`src/rtl/pipeline_ctrl.sv`:
```
// pipeline_ctrl: hazard, stall and flush controller for a five-stage in-order pipeline.
// Latency: hold/flush/stall outputs respond combinationally in the cycle the event is seen; state advances on clk.
// Backpressure: cache misses freeze the front end (and EX/MEM for D-side); load-use inserts one bubble.
// Optional build macro PIPE_CTRL_PERF_EN adds the stall-cycle and flush-count performance counters.
module pipeline_ctrl (
  input  logic        clk,
  input  logic        rst,
  input  logic [4:0]  id_rs1_addr,
  input  logic [4:0]  id_rs2_addr,
  input  logic        id_rs1_valid,
  input  logic        id_rs2_valid,
  input  logic [4:0]  ex_rd_addr,
  input  logic        ex_rd_valid,
  input  logic        ex_is_load,
  input  logic        ex_valid,
  input  logic        branch_taken,
  input  logic        icache_stall_req,
  input  logic        dcache_stall_req,
  output logic        pc_hold,
  output logic        if_id_hold,
  output logic        if_id_flush,
  output logic        id_ex_flush,
  output logic        id_ex_hazard_stall,
  output logic        id_ex_cache_stall,
  output logic        id_ex_hold,
  output logic        ex_mem_hold,
  output logic [1:0]  state_out,
  output logic        stall_timeout,
  output logic [31:0] perf_stall_cycles,
  output logic [31:0] perf_flush_count
);

  // FSM encoding is fixed because state_out is observed by software/debug.
  localparam logic [1:0] ST_RUN      = 2'd0;
  localparam logic [1:0] ST_LU_STALL = 2'd1;
  localparam logic [1:0] ST_IC_WAIT  = 2'd2;
  localparam logic [1:0] ST_DC_WAIT  = 2'd3;

  // Per-cycle winning action; the output decode keys off this alone.
  localparam logic [2:0] ACT_NONE     = 3'd0;
  localparam logic [2:0] ACT_DC_HOLD  = 3'd1;
  localparam logic [2:0] ACT_IC_HOLD  = 3'd2;
  localparam logic [2:0] ACT_FLUSH    = 3'd3;
  localparam logic [2:0] ACT_LU_STALL = 3'd4;

  localparam logic [7:0] WAIT_MAX = 8'd255;

  logic [1:0] r_state;
  logic       r_flush_pend;
  logic [7:0] r_wait_cnt;
  logic       r_timeout;

  logic       w_rs1_hit;
  logic       w_rs2_hit;
  logic       w_load_use;
  logic       w_in_wait;
  logic [2:0] w_act;
  logic [1:0] w_state_nxt;
  logic       w_pend_nxt;
  logic [7:0] w_cnt_nxt;

  // A load in EX whose destination a valid ID source reads cannot forward in time.
  assign w_rs1_hit  = id_rs1_valid & (id_rs1_addr == ex_rd_addr);
  assign w_rs2_hit  = id_rs2_valid & (id_rs2_addr == ex_rd_addr);
  assign w_load_use = ex_valid & ex_is_load & ex_rd_valid & (ex_rd_addr != 5'd0)
                    & (w_rs1_hit | w_rs2_hit);

  assign w_in_wait  = (r_state == ST_IC_WAIT) || (r_state == ST_DC_WAIT);

  // Pick the single winning event this cycle and the state it leads to.
  // While waiting, a held request keeps the freeze asserted; the cycle the request
  // drops the pipe is released and the FSM steps out on the next edge. A branch
  // resolved while frozen is remembered and its flush is issued on the first RUN cycle.
  always_comb begin
    w_act       = ACT_NONE;
    w_state_nxt = ST_RUN;
    w_pend_nxt  = r_flush_pend;
    if (w_in_wait) begin
      if (branch_taken) begin
        w_pend_nxt = 1'b1;
      end
      if (dcache_stall_req) begin
        w_act       = ACT_DC_HOLD;
        w_state_nxt = ST_DC_WAIT;
      end else if (icache_stall_req) begin
        w_act       = ACT_IC_HOLD;
        w_state_nxt = ST_IC_WAIT;
      end else begin
        w_act       = ACT_NONE;
        w_state_nxt = ST_RUN;
      end
    end else begin
      // RUN and LU_STALL share the same event rules; LU_STALL is just the bubble cycle.
      if (dcache_stall_req) begin
        w_act       = ACT_DC_HOLD;
        w_state_nxt = ST_DC_WAIT;
        if (branch_taken) begin
          w_pend_nxt = 1'b1;
        end
      end else if (branch_taken || r_flush_pend) begin
        w_act       = ACT_FLUSH;
        w_state_nxt = ST_RUN;
        w_pend_nxt  = 1'b0;
      end else if (icache_stall_req) begin
        w_act       = ACT_IC_HOLD;
        w_state_nxt = ST_IC_WAIT;
      end else if (w_load_use) begin
        w_act       = ACT_LU_STALL;
        w_state_nxt = ST_LU_STALL;
      end else begin
        w_act       = ACT_NONE;
        w_state_nxt = ST_RUN;
      end
    end
  end

  // Decode the winning action into the pipeline register controls; reset silences everything.
  always_comb begin
    pc_hold            = 1'b0;
    if_id_hold         = 1'b0;
    if_id_flush        = 1'b0;
    id_ex_flush        = 1'b0;
    id_ex_hazard_stall = 1'b0;
    id_ex_cache_stall  = 1'b0;
    id_ex_hold         = 1'b0;
    ex_mem_hold        = 1'b0;
    if (!rst) begin
      case (w_act)
        ACT_DC_HOLD: begin
          pc_hold     = 1'b1;
          if_id_hold  = 1'b1;
          id_ex_hold  = 1'b1;
          ex_mem_hold = 1'b1;
        end
        ACT_IC_HOLD: begin
          pc_hold           = 1'b1;
          if_id_hold        = 1'b1;
          id_ex_cache_stall = 1'b1;
        end
        ACT_FLUSH: begin
          if_id_flush = 1'b1;
          id_ex_flush = 1'b1;
        end
        ACT_LU_STALL: begin
          pc_hold            = 1'b1;
          if_id_hold         = 1'b1;
          id_ex_hazard_stall = 1'b1;
        end
        default: begin
          pc_hold = 1'b0;
        end
      endcase
    end
  end

  // Advance the FSM and the deferred-flush flag.
  always_ff @(posedge clk or posedge rst) begin
    if (rst) begin
      r_state      <= ST_RUN;
      r_flush_pend <= 1'b0;
    end else begin
      r_state      <= w_state_nxt;
      r_flush_pend <= w_pend_nxt;
    end
  end

  // Consecutive cycles spent in a wait state, saturating so the count never wraps.
  assign w_cnt_nxt = !w_in_wait            ? 8'd0 :
                     (r_wait_cnt == WAIT_MAX) ? WAIT_MAX :
                     r_wait_cnt + 8'd1;

  // Track wait length and latch the watchdog flag once the saturation point is reached.
  always_ff @(posedge clk or posedge rst) begin
    if (rst) begin
      r_wait_cnt <= 8'd0;
      r_timeout  <= 1'b0;
    end else begin
      r_wait_cnt <= w_cnt_nxt;
      r_timeout  <= r_timeout | (w_cnt_nxt == WAIT_MAX);
    end
  end

  assign state_out     = r_state;
  assign stall_timeout = r_timeout;

`ifdef PIPE_CTRL_PERF_EN
  logic [31:0] r_perf_stall;
  logic [31:0] r_perf_flush;

  // Free-running event counters; natural 32-bit wrap is intended.
  always_ff @(posedge clk or posedge rst) begin
    if (rst) begin
      r_perf_stall <= 32'd0;
      r_perf_flush <= 32'd0;
    end else begin
      if (pc_hold) begin
        r_perf_stall <= r_perf_stall + 32'd1;
      end
      if (if_id_flush) begin
        r_perf_flush <= r_perf_flush + 32'd1;
      end
    end
  end

  assign perf_stall_cycles = r_perf_stall;
  assign perf_flush_count  = r_perf_flush;
`else
  assign perf_stall_cycles = 32'd0;
  assign perf_flush_count  = 32'd0;
`endif

endmodule

```
`config.mk`:
```
export PLATFORM = sky130hd
export DESIGN_NAME = pipeline_ctrl
export DESIGN_NICKNAME = d
export VERILOG_FILES = /design/src/rtl/pipeline_ctrl.sv
export SDC_FILE = /design/constraint.sdc
export NUM_CORES = 1
export LEC_CHECK = 0
export BUFFER_PORTS_ARGS = -buffer_cell sky130_fd_sc_hd__buf_2
export CAP_MARGIN = 0
export CORE_MARGIN = 5
export CORE_UTILIZATION = 30
export CTS_CLUSTER_SIZE = 12
export DETAILED_ROUTE_END_ITERATION = 8
export PLACE_DENSITY = 0.69
export SYNTH_ARGS = -nofsm -noshare
export SYNTH_HDL_FRONTEND = slang
export SYNTH_SLANG_ARGS = --single-unit
```
`constraint.sdc`:
```
create_clock -name clk -period 3.4 [get_ports clk]
set_clock_uncertainty 0.15 [all_clocks]
set_input_delay 0.17 -clock clk [delete_from_list [all_inputs] [get_ports clk]]
set_output_delay 0.17 -clock clk [all_outputs]
set_load 0.05 [all_outputs]
```
### After elaboration in Yosys (flattened, before gate mapping)

Index checks and enable logic that the tools add are counted.

* equality and inequality tests: 10
* multiplexer cells: 30
* bitwise logic cells: 8
* $add $sub $neg: 1
* reductions and logical operators: 5

Operator list (number)
* 8-bit equality test, second input constant: 2
* 2-bit two-way mux: 8
* 8-bit two-way mux: 2
* 1-bit two-way mux: 15
* 3-bit two-way mux: 5
* 5-bit equality test: 2
* 8-bit by 1-bit adder with 8-bit output, second input constant: 1
* 1-bit AND: 6
* 3-bit by 2-bit equality test with 1-bit output, second input constant: 2
* 5-bit nonzero test: 1
* 2-bit equality test, second input constant: 2
* 3-bit by 1-bit equality test with 1-bit output, second input constant: 1
* 3-bit equality test, second input constant: 1
* 3-bit nonzero test: 1
* 3-bit OR reduction: 1
* 1-bit logical OR: 2
* 1-bit bitwise OR: 2

* output and inout port bits: 75
* bits of input ports: 25
* register bits: 12

### Logic depth before layout (Yosys ltp)

* depth in word-level cells: 13
* depth in mapped cells: 6
* mapped depth without buffers: 5

### Worst setup path after synthesis

OpenSTA, ideal clock, no wires.

* path type: register to output
* from: reg r_state[1] (netlist: state_out[1])
* to: out if_id_flush
* slack: 0.239 ns
* required time: 3.080 ns
* path buffers: 2
* cell stages (with the launch flop): 4
* arrival time: 2.841 ns
* cells stage by stage: dfrtp_1 -> buf_2 -> nor4_1 -> buf_4

* cells in the longest elaborated chain, start to end: 6

RTL lines
* from (decl): line 48 `logic [1:0] r_state;`
* from (signal assigned): line 162 `r_state <= w_state_nxt;`
* 2-bit equality test: line 68 `assign w_in_wait = (r_state == ST_IC_WAIT) || (r_state == ST_DC_WAIT);`
* 1-bit logical OR (*): line 68
* 3-bit two-way mux (*): line 78 `if (w_in_wait) begin`
* 3-bit by 2-bit equality test with 1-bit output (*)
* 1-bit two-way mux (*) (2 in series)
* to (decl): line 21 `output logic if_id_flush,`

Every way passes the cells marked *; elsewhere a longest branch is shown, timed or not.

### Worst setup path in the final report

* from: reg r_state[1] (netlist: state_out[1])
* to: out if_id_hold

* cells in the longest elaborated chain, start to end: 7

RTL lines
* 2-bit equality test: line 68
* 1-bit logical OR (*): line 68
* 3-bit two-way mux (*): line 78
* 3-bit by 1-bit equality test with 1-bit output (tied with other cells): line 128 `case (w_act)`
* 3-bit OR reduction (no source line) (*)
* 1-bit two-way mux (*): line 128
* 1-bit two-way mux (*): line 127 `if (!rst) begin`
* to (decl): line 20 `output logic if_id_hold,`

Marked as above.

==> metrics.log <==
INFO  metric core-area = 4324 um2
INFO  metric ios = 100
INFO  metric synthDominantAreaCellType = sky130_fd_sc_hd__buf_4
INFO  metric synth_async_sr_flop_share = 100.0%
INFO  metric drt-wirelength-per-cell = 11.18 um
INFO  metric tightest_hold_check_type = in2reg
INFO  metric grt_start_max_net_pins = 13
INFO  metric synth_cell_type_count = 38
INFO  metric post_synth_inst_count = 155
INFO  metric floorplan.initialDensity = 30.76%
INFO  metric layout-drive-gt1-share = 24.34%
INFO  metric cts.reportedPaths.clkPinSlew = 50 ps
INFO  metric vias = 939
INFO  metric setup.worst_path.start_class = flop
INFO  metric total_routing_usage_gr = 8.818%
INFO  metric result_of_the_run = finished clean
INFO  metric regArea = 300.3 um2
INFO  metric hold_ws = 73.64 ps
INFO  metric floorplan_die_area = 5865 um2
INFO  metric ys.flop_type = sky130_fd_sc_hd__dfrtp_1
INFO  metric timing.final.hold_violations = 0
INFO  metric drt-vias-per-instance = 3.896
INFO  metric grt_first_pass_wirelength = 4.271 mm
INFO  metric drt_first_pass_iters = 4
INFO  metric grt.overflow.total = 0
INFO  metric synth_area = 1330 um2
INFO  metric synthToLayoutAreaGrowth = 1.694%
INFO  metric vdd_drop_max = 120.8 uV
INFO  metric drt_first_iter_violations = 14
INFO  metric ant_nets = 0
INFO  metric fin_nets = 216
INFO  metric clk_root_buffer_cell = sky130_fd_sc_hd__clkbuf_8
INFO  metric cts_tree = yes
INFO  metric r2r_start = r_wait_cnt[0]
INFO  metric detail_route.wirelength = 2.695 mm
INFO  metric htreeDepth = 1
INFO  metric power_leakage = 0.7483 nW
INFO  metric antenna_found_initial = 0
INFO  metric die_h = 76.59 um
INFO  metric multi_input_area = 732.0 um2
INFO  metric achievable-frequency = 479.4 MHz
INFO  metric seq_area_frac_synth = 22.58%
INFO  metric yosys_register_bits = 12
INFO  metric minimum_clock_period_after_layout = 2086 ps
INFO  metric rr_worst_depth = 5
INFO  metric rows = 24
INFO  metric hpwl = 2.411 mm
INFO  metric ys_warn_count = 0
INFO  metric post_synth_most_frequent_cells = sky130_fd_sc_hd__buf_4, sky130_fd_sc_hd__nor2_1, sky130_fd_sc_hd__dfrtp_1
INFO  metric worst_skew_pair.late_latency = 240 ps
INFO  metric synthMostInstantiatedCell = sky130_fd_sc_hd__buf_4
INFO  metric dp.cells = 236
INFO  metric tritoncts.num_buffers = 3
INFO  metric grt_pass1_vias = 952
INFO  metric port_buffers = 35
INFO  metric instances_no_fill = 241
INFO  metric setup.worst_path.end_class = output port
INFO  metric diodes = 0
INFO  metric worst-endpoint-required = 3080 ps
INFO  metric die_width = 76.59 um
INFO  metric clock_sinks = 12
INFO  metric synth_enable_flop_cells = 0
INFO  metric setup_violations = 0
INFO  metric totalNegativeSetupSlack = 0 ps
INFO  metric holdPathStages = 3
INFO  metric worst-setup-path-type = reg2out
INFO  metric cts.repair_timing.setup_buffer_count = 0
INFO  metric finalCritPeriodShare = 61.36%
INFO  metric power_density = 457.0 nW/um2
INFO  metric worstHoldStart = branch_taken
INFO  metric grt_setup_unrepaired = no
INFO  metric route.detailed.drc = 0
INFO  metric worstPathArrival = 1770 ps
INFO  metric synth_area_per_cell = 8.581 um2
INFO  metric clock_path_buffers = 2
INFO  metric drv_cap = 0
INFO  metric worst-path-max-fanout = 10
INFO  metric final_weighted_congestion_of_routability_driven_global_placement = 0.7345
INFO  metric layout.filler_cells = 467
INFO  metric synth_top_area_share = 37.82%
INFO  metric timing_max_transition_violations_final = 0
INFO  metric synth_top_cells_by_area = sky130_fd_sc_hd__buf_4, sky130_fd_sc_hd__dfrtp_1, sky130_fd_sc_hd__xor2_1
INFO  metric cp-startpoint = state_out[1]
==> area by class of cell <==
type | count | share of cell area (%)
Tap cell | 52 | 4.810
Clock buffer | 4 | 4.070
Multi-Input combinational cell | 133 | 54.12
Sequential cell | 12 | 22.20
Inverter | 4 | 1.110
Timing Repair Buffer | 36 | 13.69
==> logic make-up after synthesis <==
logic type	Yosys count	synth area share, %
xor gates and xnor gates	11	7.244
and+or+nand+nor	35	16.27
AOI/OAI and AO/OA	19	10.25
muxes	3	2.258
adders and majority gates	1	0.9406
buffers and inverters	73	40.17
DFF	12	22.58
other	1	0.2819
==> sequential cells by signal, summed over array words and instances, names as in the netlist <==
register and count:
stall_timeout 1, r_wait_cnt 8, r_flush_pend 1, state_out 2
==> report_power, final <==
part           total [W]  internal (W)  switching, W
sequential      0.000182      0.000160     0.0000218
clock           0.000155      0.000102     0.0000528
combinational   0.000281     0.0000497      0.000232
total           0.000618      0.000312      0.000306
==> cell usage in the layout, fill, tap and decap left out, types with 4 or more instances in the layout <==
cell / instances
sky130_fd_sc_hd__buf_2: 35
sky130_fd_sc_hd__clkbuf_8: 4
sky130_fd_sc_hd__conb_1: 64
sky130_fd_sc_hd__dfrtp_1: 12
sky130_fd_sc_hd__inv_1: 4
sky130_fd_sc_hd__nand2_1: 4
sky130_fd_sc_hd__nor2_1: 13
sky130_fd_sc_hd__xor2_1: 9
==> critical path, cell delays in order (launching register included) <==
cell and delay, ps:
sky130_fd_sc_hd__dfrtp_1 470, sky130_fd_sc_hd__nand4b_4 210, sky130_fd_sc_hd__nor3b_2 190, sky130_fd_sc_hd__o21ai_2 90, sky130_fd_sc_hd__o31ai_2 240, sky130_fd_sc_hd__buf_2 310
==> through the flow <==
step / area (um2) / util, % / worst slack (ps) / total power (W)
6_report: 1353 / 31.28 / 1314 / 0.0006181
5_1_grt: 1353 / 31.28 / 1175 / 0.0006510
3_3_place_gp: 1287 / 29.77 / 1588 / 0.0004588
2_1_floorplan: 1567 / - / 239.0 / 0.0004793
3_5_place_dp: 1287 / 29.77 / 1552 / 0.0004625
4_1_cts: 1353 / 31.28 / 1288 / 0.0006205
==> final timing paths <==
check                                      to  slack, ps
worst max-delay path               if_id_hold       1310
worst min-delay path             r_flush_pend         70
worst max register to register  stall_timeout       1660
worst min register to register  stall_timeout        320
max in group asynchronous       r_wait_cnt[5]       2380
min in group asynchronous        r_flush_pend        410
==> timing repair <==
action | in CTS | in global routing
hold endpoints to repair | 12 | 0
gates resized for setup | 0 | 0
hold buffers | 1 | 0
==> per-layer routing <==
metal	vias to the layer above	GRT usage, %	share of wire [%]	routed length (um)
met5	-	0	0	0
met4	0	4.720	1.9	50
met3	4	1.300	8.7	234
met2	54	18.15	56	1512
met1	424	7.940	33	898
li1	457	-	-	-
(Power assumes the default switching activity.)
